==> src/rtl/conv_window_feeder.sv <==
// Raster-order pixel stream to 3x3 window feeder for the convolution engine.
// Two line buffers build each window; one result is returned per valid window.
module conv_window_feeder #(
  parameter int IMG_W   = 8,
  parameter int IMG_H   = 8,
  parameter int TIMEOUT = 15
) (
  input  logic        clk,
  input  logic        reset,
  input  logic [7:0]  pix_in,
  input  logic        pix_valid,
  output logic        pix_ready,
  output logic [71:0] conv_data,
  output logic        conv_start,
  input  logic [23:0] conv_result,
  input  logic        conv_done,
  output logic [23:0] res_data,
  output logic        res_valid,
  output logic        res_last,
  output logic        err
);

  localparam int CW = (IMG_W > 1) ? $clog2(IMG_W) : 1;
  localparam int RW = (IMG_H > 1) ? $clog2(IMG_H) : 1;
  localparam int TW = $clog2(TIMEOUT + 1);

  typedef enum logic [1:0] {
    ST_ACCEPT = 2'd0,
    ST_ISSUE  = 2'd1,
    ST_COOL   = 2'd2
  } state_t;

  state_t        state_q, state_d;
  logic [CW-1:0] col_q, col_d;
  logic [RW-1:0] row_q, row_d;
  logic [TW-1:0] tmo_q, tmo_d;
  logic          cool_q, cool_d;
  logic [71:0]   win_q, win_d;
  logic [71:0]   data_q, data_d;
  logic          start_q, start_d;
  logic          ready_q, ready_d;
  logic [23:0]   res_q, res_d;
  logic          vld_q, vld_d;
  logic          last_q, last_d;
  logic          err_q, err_d;
  logic          last_win_q, last_win_d;

  logic [7:0]    lb0 [IMG_W];
  logic [7:0]    lb1 [IMG_W];
  logic [7:0]    top_s, mid_s;
  logic          xfer_s;

  assign xfer_s = pix_valid && ready_q;
  assign top_s  = lb1[col_q];
  assign mid_s  = lb0[col_q];

  // Line buffers: rows r-1 and r-2, written only on a pixel transfer
  always_ff @(posedge clk) begin
    if (!reset && xfer_s) begin
      lb1[col_q] <= mid_s;
      lb0[col_q] <= pix_in;
    end
  end

  // Next-state, window build, handshake and result capture
  always_comb begin
    state_d    = state_q;
    col_d      = col_q;
    row_d      = row_q;
    tmo_d      = tmo_q;
    cool_d     = cool_q;
    win_d      = win_q;
    data_d     = data_q;
    res_d      = res_q;
    vld_d      = 1'b0;
    last_d     = 1'b0;
    err_d      = err_q;
    last_win_d = last_win_q;

    case (state_q)
      ST_ACCEPT: begin
        if (xfer_s) begin
          // Shift window left; right column becomes {top, mid, current}
          win_d = {pix_in, win_q[71:64], win_q[63:56],
                   mid_s,  win_q[47:40], win_q[39:32],
                   top_s,  win_q[23:16], win_q[15:8]};
          if (col_q == CW'(IMG_W - 1)) begin
            col_d = '0;
            if (row_q == RW'(IMG_H - 1)) begin
              row_d = '0;
            end else begin
              row_d = row_q + RW'(1);
            end
          end else begin
            col_d = col_q + CW'(1);
          end
          if ((row_q >= RW'(2)) && (col_q >= CW'(2))) begin
            data_d     = win_d;
            last_win_d = (row_q == RW'(IMG_H - 1)) && (col_q == CW'(IMG_W - 1));
            tmo_d      = '0;
            state_d    = ST_ISSUE;
          end else begin
            state_d = ST_ACCEPT;
          end
        end else begin
          state_d = ST_ACCEPT;
        end
      end
      ST_ISSUE: begin
        if (conv_done) begin
          res_d   = conv_result;
          vld_d   = 1'b1;
          last_d  = last_win_q;
          cool_d  = 1'b0;
          state_d = ST_COOL;
        end else if (tmo_q == TW'(TIMEOUT - 1)) begin
          err_d   = 1'b1;
          cool_d  = 1'b0;
          state_d = ST_COOL;
        end else begin
          tmo_d = tmo_q + TW'(1);
        end
      end
      ST_COOL: begin
        if (cool_q) begin
          state_d = ST_ACCEPT;
        end else begin
          cool_d = 1'b1;
        end
      end
      default: begin
        state_d = ST_ACCEPT;
      end
    endcase

    start_d = (state_d == ST_ISSUE);
    ready_d = (state_d == ST_ACCEPT);
  end

  // State and output registers with synchronous reset
  always_ff @(posedge clk) begin
    if (reset) begin
      state_q    <= ST_ACCEPT;
      col_q      <= '0;
      row_q      <= '0;
      tmo_q      <= '0;
      cool_q     <= 1'b0;
      win_q      <= '0;
      data_q     <= '0;
      start_q    <= 1'b0;
      ready_q    <= 1'b0;
      res_q      <= '0;
      vld_q      <= 1'b0;
      last_q     <= 1'b0;
      err_q      <= 1'b0;
      last_win_q <= 1'b0;
    end else begin
      state_q    <= state_d;
      col_q      <= col_d;
      row_q      <= row_d;
      tmo_q      <= tmo_d;
      cool_q     <= cool_d;
      win_q      <= win_d;
      data_q     <= data_d;
      start_q    <= start_d;
      ready_q    <= ready_d;
      res_q      <= res_d;
      vld_q      <= vld_d;
      last_q     <= last_d;
      err_q      <= err_d;
      last_win_q <= last_win_d;
    end
  end

  assign pix_ready  = ready_q;
  assign conv_data  = data_q;
  assign conv_start = start_q;
  assign res_data   = res_q;
  assign res_valid  = vld_q;
  assign res_last   = last_q;
  assign err        = err_q;

endmodule
==> config.mk <==
export PLATFORM = sky130hd
export DESIGN_NAME = conv_window_feeder
export DESIGN_NICKNAME = d
export VERILOG_FILES = /design/src/rtl/conv_window_feeder.sv
export SDC_FILE = /design/constraint.sdc
export NUM_CORES = 1
export LEC_CHECK = 0
export BUFFER_PORTS_ARGS = -buffer_cell sky130_fd_sc_hd__buf_4
export CAP_MARGIN = 10
export CORE_ASPECT_RATIO = 1.25
export CORE_MARGIN = 1
export CORE_UTILIZATION = 62
export CTS_CLUSTER_DIAMETER = 150
export DETAILED_ROUTE_END_ITERATION = 16
export GPL_ROUTABILITY_DRIVEN = 0
export PLACE_DENSITY = 0.95
export SLEW_MARGIN = 20
export SYNTH_ARGS = -nofsm -noshare
export SYNTH_HDL_FRONTEND = slang
export SYNTH_SLANG_ARGS = --single-unit
==> constraint.sdc <==
create_clock -name clk -period 6.95 [get_ports clk]
set_clock_uncertainty 0.2 [all_clocks]
set_input_delay 1.0425 -clock clk [delete_from_list [all_inputs] [get_ports clk]]
set_output_delay 1.0425 -clock clk [all_outputs]
set_load 0.01 [all_outputs]
## After elaboration in Yosys (flattened, before gate mapping)

Memories as Yosys holds them, arrays and structs flattened. A register that Yosys moved wholly into a read port is not among the register bits.
Index checks and enable logic that the tools add are counted.
W data, S select, Z words.

- Register bits after elaboration: 187
- Memory bits (writable): 128
- Input port bits: 36
- Output and inout bits: 101
- Logic and storage cells: 75
- Memories: 2

Memory list:

| name | depth | bits a word | rd ports | clocked after memory_dff | wr ports | line | RTL |
|---|---|---|---|---|---|---|---|
| lb0 | 8 | 8 | 1 | 1 | 1 | 48 | `logic [7:0] lb0 [IMG_W];` |
| lb1 | 8 | 8 | 1 | 1 | 1 | 49 | `logic [7:0] lb1 [IMG_W];` |

- $add $sub $neg: 3
- Magnitude comparators: 2
- Eq/ne operators: 11
- Mux-type cells: 23
- Bitwise operators: 2
- Reductions and logical operators: 18

Operators by type and width:

| operator | count |
|---|---|
| $mux W3 | 6 |
| $mux W4 | 4 |
| $reduce_and A3 Y1 | 3 |
| $mux W2 | 4 |
| $ne A2 B2 Y1 const B | 4 |
| $pmux W4 S2 | 1 |
| $add A3 B1 Y3 const B | 2 |
| $eq A3 B3 Y1 const B | 2 |
| $ge A3 B2 Y1 const B | 2 |
| $mux W1 | 6 |
| $pmux W2 S3 | 1 |
| $reduce_and A2 Y1 | 3 |
| $reduce_and A5 Y1 | 1 |
| $add A4 B1 Y4 const B | 1 |
| $eq A2 B1 Y1 const B | 2 |
| $eq A4 B4 Y1 const B | 1 |
| $logic_and A1 B1 Y1 | 4 |
| $logic_not A2 Y1 | 2 |
| $reduce_bool A2 Y1 | 2 |
| $ne A3 B3 Y1 const B | 1 |
| $reduce_or A3 Y1 | 1 |
| $eq A2 B2 Y1 const B | 1 |
| $not A1 Y1 | 2 |
| $pmux W1 S2 | 1 |
| other kinds (2) | 2 |

## Longest topological paths before layout

- Word-level depth: 6
- Depth in mapped cells: 7
- Mapped depth without buffers: 5

## Worst setup path before layout

No wires, ideal clock.

- Path kind: input -> register
- Start: input port reset
- End: memory lb0[1][0] (enable)
- Setup time: 0.409 ns
- Data arrival time: 2.441 ns
- Required time: 6.341 ns
- Slack: 3.899 ns
- Cell stages on the path: 3
- Cells stage by stage: inv_1 nand4_1 nor3_1

- Longest elaborated chain between the ends: 4

Ends and longest elaborated chain:

| element | line | RTL |
|---|---|---|
| start: declaration | 9 | `input logic reset,` |
| $logic_not A1 Y1 | 59 | `if (!reset && xfer_s) begin` |
| $logic_and A1 B1 Y1 | 59 |  |
| $mux W1 | 59 |  |
| $mux W1 (implied by the code) | 61 | `lb0[col_q] <= pix_in;` |
| end: declaration | 48 |  |

Every way passes these cells.

## Worst setup path in the final report

- Start: input port reset
- End: memory lb0[5][5] (enable)

The elaborated chain is that of the path after synthesis.

==> results by group <==
Run status
  • Status: complete, no violations

Cells and area
  • Finished Core Util: 74.8%
  • Layout Area Growth over Synthesis: 17.2%
  • Nets: 1061
  • Proportion of layout cells with a drive suffix above 1: 23.7%
  • Antenna diode count: 0
  • # fillers: 934
  • Layout Cells excl Fill: 1261

Logic synthesis
  • Mapped Cells: 925
  • Post-synthesis sequential area ratio: 63.7%
  • Yosys warns: 0
  • Syn Area/Cell: 12.2 µm²
  • Synthesis-stage register bit count: 294
  • Number of synthesized flops with an enable pin: 128
  • Synth async-reset ratio: 0%
  • Syn Nets: 969
  • Mapped Area: 11200 µm²
  • Synth Flop Type: dfxtp_1
  • Unique masters post-synth: 42

Routing
  • Via count of the routed design: 8551
  • Drt drc: 0
  • Antenna-violating nets left: 0
  • Via density: 6.78
  • Pre-antenna DRT Iters: 6
  • Drt total wl: 29.5 mm
  • DRT iter0 DRCs: 1347
  • Routed wire per std cell: 23.4 µm

Setup path
  • Reg2reg path depth: 4
  • Reg2Reg Setup Slack: 4.15 ns
  • CP arrival: 3.14 ns
  • Worst path slowest cell: nor2_2
  • Worst r2r dst: conv_data[18]
  • Crit path launch type: primary input
  • Worst setup EP type: flop
  • Critical Path Max Stage Delay: 0.87 ns
  • Maximum fanout along the worst path: 59
  • WS Path Type: primary input to flop
  • Critical-path cell list: buf_4 > inv_1 > nand4_1 > nor2_2
  • Worst R2R Start: pix_ready
  • WP data required: 6.91 ns

Clocking
  • Clk_lat worst skew: 0.54 ns
  • Num CTS Buffers: 26
  • Worst-path clk slew: 0.07 ns
  • Sink Count: 294
  • Number of setup buffers added after CTS: 0
  • Number of gates resized after CTS: 0
  • Clock tree buffer depth: 3
  • H-tree levels: 1
  • Root Driver: clkbuf_16
  • CTS tree: built
  • Hold buffer count at cts: 0

STA
  • Maximum clock frequency: 0.314 GHz
  • RSZ-0062 raised after global routing: false
  • Fin crit share: 45.8%
  • Final setup viols: 0
  • Final hold vios: 0
  • Final min period: 3.18 ns
  • Max Slew Vio Count: 0
  • Fin Setup TNS: 0 ns
  • Post-route setup slack: 3.77 ns
  • Worst-margin pin slew: 1.15 ns
  • Max-slew headroom: 22.9%

Min path
  • Hold Path Origin: win_q[15]
  • Worst Hold End: win_q[15]
  • Worst hold path depth: 2
  • Hold Crit Class: flop to flop

Floorplanning
  • Initial Util: 63.8%
  • Core Box Area: 17600 µm²
  • Full die area: 18700 µm²
  • # IOs: 137
  • Core Rows: 54
  • Die width: 122 µm
  • Die Y: 153 µm

Place
  • Cell Count Post-Placement: 1210
  • IO buf count: 136
  • Dpl ws: 2.99 ns
  • Hpwl dp: 16.5 mm

Global route
  • Grt peak-use layer: met2
  • Initial antenna violation count: 0
  • Total Routing Usage GR: 31.4%
  • Global-route wire length before repair: 45.2 mm
  • Met3 usage: 5.76%
  • Global-route track usage on met1: 40.2%
  • Largest net degree at the start of global routing: 127
  • Met2 usage: 50.4%
  • Remaining Overflow, GRT: 0
  • Number of global-route vias before repair: 8191

Power and ir drop
  • Pleak: 4.51 nW
  • Pwr/cell area: 268 nW/µm²
  • Worst VDD drop: 0.182 mV
  • Tot Pwr: 3.53 mW

Flow run
  • Max-Cap Viols: 0
-- cells in the final DEF (no fill, tap or decap), types with 8 or more instances in the layout --
master / n
nor2_1: 8
a21oi_1: 137
clkbuf_16: 27
ha_1: 8
dfxtp_1: 165
mux2i_1: 12
inv_1: 13
a31oi_1: 16
o21ai_0: 19
a211oi_1: 17
mux4_2: 32
edfxtp_1: 128
o31ai_1: 58
buf_4: 148
nand2_1: 120
nand4_1: 59
-- layout make-up --
| cell class | instances | area [µm²] | share of cell area (%) |
|---|---|---|---|
| well taps | 224 | 280 | 2.13 |
| repair buffers | 152 | 1160 | 8.77 |
| clock inverters | 15 | 184 | 1.39 |
| inverters | 13 | 48.8 | 0.370 |
| flip-flops and latches | 294 | 7170 | 54.3 |
| clock buffers | 33 | 698 | 5.29 |
| multi-input cells | 530 | 3650 | 27.7 |
-- sequential cells by signal (all words and copies together) (netlist names), named ones only --
signal      flops
conv_start      1
lb0            64
win_q          48
res_last        1
err             1
cool_q          1
tmo_q           4
lb1            64
pix_ready       1
state_q         2
conv_data      72
last_win_q      1
col_q           3
row_q           3
res_valid       1
res_data       24
-- synth_stat cells, drive strengths merged (2+ instances only) --
master  number  area [µm²]
a211oi      17         128
a21oi      137         686
a311oi       3        26.3
a31oi       16         100
and3         2        12.5
buf         52         299
clkbuf      36         136
dfxtp      166        3320
edfxtp     128        3840
ha           8         100
inv         13        48.8
mux2i       17         189
mux4        32         721
nand2      120         450
nand2b       4        25.0
nand3        4        20.0
nand4       59         369
nor2        12        45.0
nor2b        2        12.5
nor3         5        46.3
o21ai       19        95.1
o31ai       58         435
or3          2        12.5
or4          2        15.0
-- logic make-up (layout without fill, tap and decap cells) --
kind of cell	after synthesis	in the layout	share of synthesized area (%)
muxes	49	49	8.09
and+or+nand+nor	219	219	9.54
AOI/OAI and AO/OA	254	254	13.5
DFF	294	294	63.7
buffers and inverters	101	213	4.30
adders and majority gates	8	8	0.890
-- metal layers --
| metal | up-vias | wire length, µm |
|---|---|---|
| li1 | 3655 | - |
| met1 | 4063 | 10300 |
| met2 | 665 | 14400 |
| met3 | 168 | 3030 |
| met4 | 0 | 1800 |
| met5 | - | 0 |
-- through the flow --
| step | area, µm² | hold slack (ns) |
|---|---|---|
| floorplan | 11200 | 0.237 |
| global route | 13200 | 0.277 |
| finish | 13200 | 0.258 |
| CTS | 13100 | 0.258 |
| detailed placement | 12300 | 0.247 |
| global placement | 12300 | 0.243 |
-- where the power goes --
group	internal, mW	switching [mW]
combinational	0.0526	0.135
clock	0.864	0.643
sequential	1.82	0.0157
total	2.74	0.793
-- worst max-delay path by stage --
| stage | start | endpoint | slack [ns] | cells after the start |
|---|---|---|---|---|
| floorplan | reset | lb0[1][0] | 3.90 | 3 |
| global placement | reset | lb0[5][4] | 3.15 | 4 |
| detailed placement | reset | lb0[2][6] | 2.99 | 4 |
| CTS | reset | lb0[2][5] | 3.56 | 4 |
| global route | reset | lb1[0][5] | 3.68 | 4 |
| finish | reset | lb0[5][5] | 3.77 | 4 |
-- worst max-delay path, delay by kind of cell --
kind,cells,cell delay [ns]
simple gates,2,1.18
buf+inv,2,0.88
Power figures use the tool's default switching activity.
